--- src/rtl/pixel_ray_scheduler_pkg.sv ---
// Shared fixed-point types and helpers for the pixel ray scheduler.
package pixel_ray_scheduler_pkg;

  localparam int FRAC_BITS = 16;

  typedef logic signed [31:0] fix_t;

  typedef struct packed {
    fix_t x;
    fix_t y;
    fix_t z;
  } vec3_t;

  // Q16.16 multiply: full signed product, keep bits [47:16].
  function automatic fix_t fix_mul(input fix_t a, input fix_t b);
    return fix_t'((64'(a) * 64'(b)) >>> FRAC_BITS);
  endfunction

endpackage

--- src/rtl/pixel_ray_scheduler_ray_out_buffer.sv ---
// Two-entry FIFO holding normalised directions with their pixel coordinates.
// Push and pop in the same cycle are allowed at any occupancy; the caller
// guarantees a push into a full buffer only happens together with a pop.
module ray_out_buffer
  import pixel_ray_scheduler_pkg::*;
#(
  parameter int PXW = 9,
  parameter int PYW = 8
) (
  input  logic           clk_in,
  input  logic           rst_in,
  input  logic           push,
  input  vec3_t          push_dir,
  input  logic [PXW-1:0] push_px,
  input  logic [PYW-1:0] push_py,
  input  logic           pop,
  output vec3_t          head_dir,
  output logic [PXW-1:0] head_px,
  output logic [PYW-1:0] head_py,
  output logic [1:0]     count
);

  vec3_t          dir_mem [2];
  logic [PXW-1:0] px_mem  [2];
  logic [PYW-1:0] py_mem  [2];
  logic           wr_ptr;
  logic           rd_ptr;

  // Storage, pointers and occupancy; cleared so the head reads 0 after reset.
  always_ff @(posedge clk_in) begin
    if (rst_in) begin
      for (int i = 0; i < 2; i++) begin
        dir_mem[i] <= '0;
        px_mem[i]  <= '0;
        py_mem[i]  <= '0;
      end
      wr_ptr <= 1'b0;
      rd_ptr <= 1'b0;
      count  <= 2'd0;
    end else begin
      if (push) begin
        dir_mem[wr_ptr] <= push_dir;
        px_mem[wr_ptr]  <= push_px;
        py_mem[wr_ptr]  <= push_py;
        wr_ptr          <= ~wr_ptr;
      end
      if (pop) begin
        rd_ptr <= ~rd_ptr;
      end
      count <= count + 2'(push) - 2'(pop);
    end
  end

  assign head_dir = dir_mem[rd_ptr];
  assign head_px  = px_mem[rd_ptr];
  assign head_py  = py_mem[rd_ptr];

endmodule

--- src/rtl/pixel_ray_scheduler.sv ---
// Raster-order pixel walker feeding ray_gen and delivering normalised rays
// downstream through a two-entry buffer.
//
// state   | meaning
// --------+-----------------------------------------------------------
// S_IDLE  | no frame active, waiting for frame_start
// S_ISSUE | pulse ray_gen_start for the current pixel
// S_WAIT  | request in flight, or stalled until the buffer frees a slot
// S_DRAIN | last pixel captured, waiting for the buffer to empty
module pixel_ray_scheduler
  import pixel_ray_scheduler_pkg::*;
#(
  parameter int   H_RES    = 320,
  parameter int   V_RES    = 180,
  parameter fix_t PIX_STEP = 32'h0000_0199,
  parameter fix_t FOCAL    = 32'h0001_0000
) (
  input  logic                     clk_in,
  input  logic                     rst_in,
  input  logic                     frame_start,
  output logic                     busy,
  output logic                     frame_done,
  output logic                     ray_gen_start,
  output logic [31:0]              ray_gen_in_x,
  output logic [31:0]              ray_gen_in_y,
  output logic [31:0]              ray_gen_in_z,
  input  logic                     ray_gen_done,
  input  logic [31:0]              ray_gen_out_x,
  input  logic [31:0]              ray_gen_out_y,
  input  logic [31:0]              ray_gen_out_z,
  output logic                     ray_valid_out,
  input  logic                     ray_ready_in,
  output logic [31:0]              ray_dir_x,
  output logic [31:0]              ray_dir_y,
  output logic [31:0]              ray_dir_z,
  output logic [$clog2(H_RES)-1:0] ray_px_x,
  output logic [$clog2(V_RES)-1:0] ray_px_y
);

  localparam int PXW = $clog2(H_RES);
  localparam int PYW = $clog2(V_RES);

  typedef enum logic [1:0] {S_IDLE, S_ISSUE, S_WAIT, S_DRAIN} state_t;

  state_t         state;
  state_t         state_nxt;
  logic [PXW-1:0] px_cnt;
  logic [PYW-1:0] py_cnt;
  logic [PXW-1:0] px_nxt;
  logic [PYW-1:0] py_nxt;
  logic           in_flight;
  logic           last_pix;
  logic           push;
  logic           pop;
  logic           start_frame;
  logic [1:0]     buf_count;
  vec3_t          req_dir;
  vec3_t          cap_dir;
  vec3_t          head_dir;

  // Unnormalised camera-space direction of a pixel.
  function automatic vec3_t pixel_dir(input logic [PXW-1:0] px, input logic [PYW-1:0] py);
    fix_t  ox;
    fix_t  oy;
    vec3_t d;
    ox  = fix_t'(32'(px)) - fix_t'(H_RES / 2);
    oy  = fix_t'(V_RES / 2) - fix_t'(32'(py));
    d.x = fix_mul(ox <<< FRAC_BITS, PIX_STEP);
    d.y = fix_mul(oy <<< FRAC_BITS, PIX_STEP);
    d.z = FOCAL;
    return d;
  endfunction

  assign last_pix = (px_cnt == PXW'(H_RES - 1)) && (py_cnt == PYW'(V_RES - 1));
  assign pop      = ray_valid_out & ray_ready_in;

  // Raster advance: column wraps to 0 and the row steps.
  always_comb begin
    px_nxt = px_cnt + PXW'(1);
    py_nxt = py_cnt;
    if (px_cnt == PXW'(H_RES - 1)) begin
      px_nxt = '0;
      py_nxt = py_cnt + PYW'(1);
    end
  end

  // State register.
  always_ff @(posedge clk_in) begin
    if (rst_in) state <= S_IDLE;
    else        state <= state_nxt;
  end

  // Next state and per-cycle strobes; a request is only issued once a free
  // buffer slot is guaranteed for its result.
  always_comb begin
    state_nxt     = state;
    ray_gen_start = 1'b0;
    frame_done    = 1'b0;
    push          = 1'b0;
    start_frame   = 1'b0;
    case (state)
      S_IDLE: begin
        if (frame_start) begin
          start_frame = 1'b1;
          state_nxt   = S_ISSUE;
        end
      end
      S_ISSUE: begin
        ray_gen_start = 1'b1;
        state_nxt     = S_WAIT;
      end
      S_WAIT: begin
        if (in_flight && ray_gen_done) begin
          push = 1'b1;
          if (last_pix)                        state_nxt = S_DRAIN;
          else if (buf_count == 2'd0 || pop)   state_nxt = S_ISSUE;
        end else if (!in_flight && pop) begin
          state_nxt = S_ISSUE;
        end
      end
      S_DRAIN: begin
        if (buf_count == 2'd0) begin
          frame_done = 1'b1;
          state_nxt  = S_IDLE;
        end
      end
      default: state_nxt = S_IDLE;
    endcase
  end

  assign busy = (state != S_IDLE);

  // Pixel counters, in-flight flag and the request operands; operands only
  // change on capture, so they stay stable while a request is outstanding.
  always_ff @(posedge clk_in) begin
    if (rst_in) begin
      px_cnt    <= '0;
      py_cnt    <= '0;
      in_flight <= 1'b0;
      req_dir   <= '0;
    end else begin
      if (start_frame) begin
        px_cnt  <= '0;
        py_cnt  <= '0;
        req_dir <= pixel_dir('0, '0);
      end else if (push) begin
        px_cnt  <= px_nxt;
        py_cnt  <= py_nxt;
        req_dir <= pixel_dir(px_nxt, py_nxt);
      end
      if (state == S_ISSUE) in_flight <= 1'b1;
      else if (push)        in_flight <= 1'b0;
    end
  end

  assign ray_gen_in_x = req_dir.x;
  assign ray_gen_in_y = req_dir.y;
  assign ray_gen_in_z = req_dir.z;

  assign cap_dir.x = ray_gen_out_x;
  assign cap_dir.y = ray_gen_out_y;
  assign cap_dir.z = ray_gen_out_z;

  ray_out_buffer #(
    .PXW (PXW),
    .PYW (PYW)
  ) u_buf (
    .clk_in   (clk_in),
    .rst_in   (rst_in),
    .push     (push),
    .push_dir (cap_dir),
    .push_px  (px_cnt),
    .push_py  (py_cnt),
    .pop      (pop),
    .head_dir (head_dir),
    .head_px  (ray_px_x),
    .head_py  (ray_px_y),
    .count    (buf_count)
  );

  assign ray_valid_out = (buf_count != 2'd0);
  assign ray_dir_x     = head_dir.x;
  assign ray_dir_y     = head_dir.y;
  assign ray_dir_z     = head_dir.z;

endmodule

--- config.mk ---
export PLATFORM = sky130hd
export DESIGN_NAME = pixel_ray_scheduler
export DESIGN_NICKNAME = d
export VERILOG_FILES = /design/src/rtl/pixel_ray_scheduler_pkg.sv /design/src/rtl/pixel_ray_scheduler_ray_out_buffer.sv /design/src/rtl/pixel_ray_scheduler.sv
export SDC_FILE = /design/constraint.sdc
export NUM_CORES = 1
export LEC_CHECK = 0
export ABC_AREA = 1
export BUFFER_PORTS_ARGS = -buffer_cell sky130_fd_sc_hd__buf_2
export CAP_MARGIN = 10
export CORE_ASPECT_RATIO = 0.5
export CORE_UTILIZATION = 50
export DETAILED_ROUTE_END_ITERATION = 8
export GPL_TIMING_DRIVEN = 0
export PLACE_DENSITY_LB_ADDON = 0.1
export SETUP_SLACK_MARGIN = 0.5
export SYNTH_ARGS = -nofsm -noshare
export SYNTH_HDL_FRONTEND = slang
export SYNTH_SLANG_ARGS = --single-unit
--- constraint.sdc ---
create_clock -name clk_in -period 17.5 [get_ports clk_in]
set_clock_uncertainty 0.1 [all_clocks]
set_input_delay 3.5 -clock clk_in [delete_from_list [all_inputs] [get_ports clk_in]]
set_output_delay 3.5 -clock clk_in [all_outputs]
set_load 0.05 [all_outputs]
==> results.md <==
- Outcome: complete, no violations
- Final WL: 37,100 µm
- Area leader, netlist: edfxtp_1
- # Post-CTS Setup Buffers: 0
- Mapped Cells: 1,632
- Routed WL per cell: 15.3 µm
- Initial antenna violation count: 3
- CTS tree: built
- Number of enable flip-flop cells after synthesis: 226
- Final hold viol count: 0
- CTS clk-pin slew, worst paths: 0.06 ns
- Distinct cells, synth: 46
- Power per cell area: 122 nW/µm²
- Psw: 0.954 mW
- Max Root-Sink Buffers: 3
- FFs w/ async S/R, synth: 0%
- Synth Flop Type: edfxtp_1
- Total Power: 2.37 mW
- Nets: 2,218
- Synthesis-to-layout area growth: 18.6%
- Total clock sinks: 287
- Setup-failing EPs final: 0
- Die Width: 258 µm
- Clock network power share: 24.6%
- Syn Area/Cell: 10.0 µm²
- Mapped Area: 16,400 µm²
- Clk root buf: clkbuf_16
- Max Slew Vio Count: 0
- Crit path arrival time: 7.20 ns
- Row Count: 46
- Comb power frac: 42.0%
- Die Y-Extent: 130 µm
- Starting Density: 51.2%
- DRT Pass-1 Iters: 5
- RSZ-0062 raised after global routing: false
- Worst slew pin tran: 0.879 ns
- I/O pin cnt: 314
- Die ar.: 33,500 µm²
- Cts bufs inserted: 28
- Reg-to-reg setup timing slack: 10.68 ns
- Placer congestion estimate: 0.867
- Final period utilization: 39.0%
- Core area: 31,900 µm²
- DR vias/cell: 4.83
- Commonest non-fill, non-tap cell in the layout: nor2_1
- Commonest cells after routing, fill and taps aside: nor2_1, buf_2, inv_1, edfxtp_1, nand2_1
- Cell leakage power: 9.55 nW
- Max-slew headroom: 41.4%
- HPWL Detailed: 27,600 µm
- Minimum clock period: 6.82 ns
- Layout cells sized above 1: 27.2%
- Req. time, crit path: 17.88 ns
- Max-cap violation count: 0
- Hold Slack: 0.358 ns
- ANT nets after route: 0
- Worst IR drop on VDD: 0.0000919 V
- HP Class: register to register
- Power Internal: 1.42 mW
- Setup CP Type: register to register
- Largest net degree at the start of global routing: 60
- Hold_buf cts: 0
- Switching share of power: 40.3%
- Starting DRT DRC Count: 653
- Ranking of synthesized cells by area: edfxtp_1, mux2_2, ha_1
- GRT Total Usage: 22.2%
- Via count: 11,700
- Clk_lat worst skew: 0.56 ns
- Vias in the first global route: 11,400
- Flop pwr share: 33.4%
- H-tree levels: 1
- Seq/Total Area, Yosys: 48.9%
- Warnings from Yosys: 0
- First-pass GRT wire length: 58,300 µm
- Critical Path Start Type: register
- Max Fanout on Critical Path: 6
- Yosys reg bits: 287
- Aggregate negative setup slack: 0 ns
- DRC viols: 0
- Congestion Overflow GR: 0
- Post-CTS resize count: 0
- PortBufs: 281
- Post-synth top area share: 41.5%
- Crit end category: register
- Max Fclk: 0.147 GHz
==> synthesized netlist by cell type, types with 2 or more instances <==
cell      number
nand3_1       42
inv_1        280
mux2_2       113
buf_1         16
o21ai_0       59
a21oi_1       70
inv_2          7
nand3b_1       3
a21boi_0       2
o21ai_2        3
nor2_1       293
xor2_1        23
dfxtp_1       61
nand2_1      120
buf_2          9
or2_2          2
nor3_1         6
buf_4         60
a211oi_1       3
o31ai_1        4
nor2_4         3
nand3_2        3
nand2_2       13
nand4_1        7
fa_1          42
a21o_1         4
ha_1          99
edfxtp_1     226
clkbuf_1      32
nand2_4        2
o21bai_1       4
xnor2_1        7
==> worst paths after layout <==
kind                 from               end  cells after the start
max             px_cnt[1]  ray_gen_in_y[15]                     26
min          u_buf.rd_ptr          register                      1
max reg2reg     px_cnt[1]  ray_gen_in_y[15]                     26
min reg2reg  u_buf.rd_ptr          register                      1
==> registers in the layout, summed over array words and instances, names as in the netlist, named ones only <==
name and count:
px_cnt 9, u_buf.count 2, py_cnt 8, ray_gen_in_x 17, ray_gen_in_y 18, u_buf.wr_ptr 1
u_buf.rd_ptr 1, u_buf.py_mem 16, in_flight 1, ray_gen_in_z 1, u_buf.dir_mem 192, u_buf.px_mem 18
state 2
==> through the flow <==
step / setup slack, ns / util (%) / std cells / area (µm²)
finish: 10.68 / 60.7 / 2432 / 19400
global route: 10.13 / 60.7 / 2432 / 19400
CTS: 10.63 / 60.7 / 2429 / 19400
detailed placement: 10.41 / 58.0 / 2378 / 18500
global placement: 7.35 / 57.7 / 2375 / 18400
floorplan: 9.94 / - / 1662 / 16500
==> critical path, stage by stage (launching register included) <==
cell      delay [ns]
dfxtp_1         0.46
ha_1            0.36
nand3_2         0.16
xor2_1          0.52
inv_1           0.18
ha_1            0.23
nand3b_1        0.23
nand3_2         0.12
nand2_1         0.05
nand2_1         0.09
nand2_1         0.17
fa_1            0.57
fa_1            0.55
inv_1           0.06
fa_1            0.50
fa_1            0.57
inv_1           0.05
ha_1            0.28
ha_1            0.34
a21oi_1         0.19
a21boi_0        0.32
o21ai_0         0.20
nand3_1         0.12
nand2_1         0.06
nand2_1         0.05
nand3_1         0.06
a21oi_1         0.15
==> layer usage <==
layer  global-route usage (%)  part of all wire, %  vias to the layer above
met5                        0                    0                        -
met4                     5.78                  2.1                        0
met3                     3.42                  4.3                       47
met2                     39.8                   50                      239
met1                     28.3                   43                     5556
li1                         -                    -                     5893
==> area by class of cell <==
cell class | instances | area (µm²)
inverter | 288 | 1080
timing repair buffer | 284 | 1490
buffer | 118 | 687
antenna | 3 | 7.51
tap | 432 | 541
clock inverter | 12 | 131
fill | 2788 | 12500
multi-input combinational | 969 | 6720
sequential | 287 | 8010
clock buffer | 39 | 742
==> kinds of logic after synthesis <==
| logic type | count (synthesis) | share of synthesized area (%) |
|---|---|---|
| flops | 287 | 48.9 |
| buf+inv | 406 | 10.8 |
| xor+xnor | 30 | 1.61 |
| other cells | 1 | 0.0229 |
| compound gates | 154 | 5.19 |
| simple gates | 500 | 13.0 |
| mux | 113 | 7.78 |
| fa+ha+maj | 141 | 12.7 |
==> power groups by stage <==
stage                     Combinational, mW  Sequential, mW  Clock, mW
after floorplan                       0.760           0.836          0
after global placement                0.995           0.808          0
after detailed placement               1.00           0.805          0
after CTS                              1.01           0.790      0.595
after global routing                   1.09           0.794      0.623
final                                 0.996           0.790      0.583
Note: power is estimated with default switching activity, not from simulation.
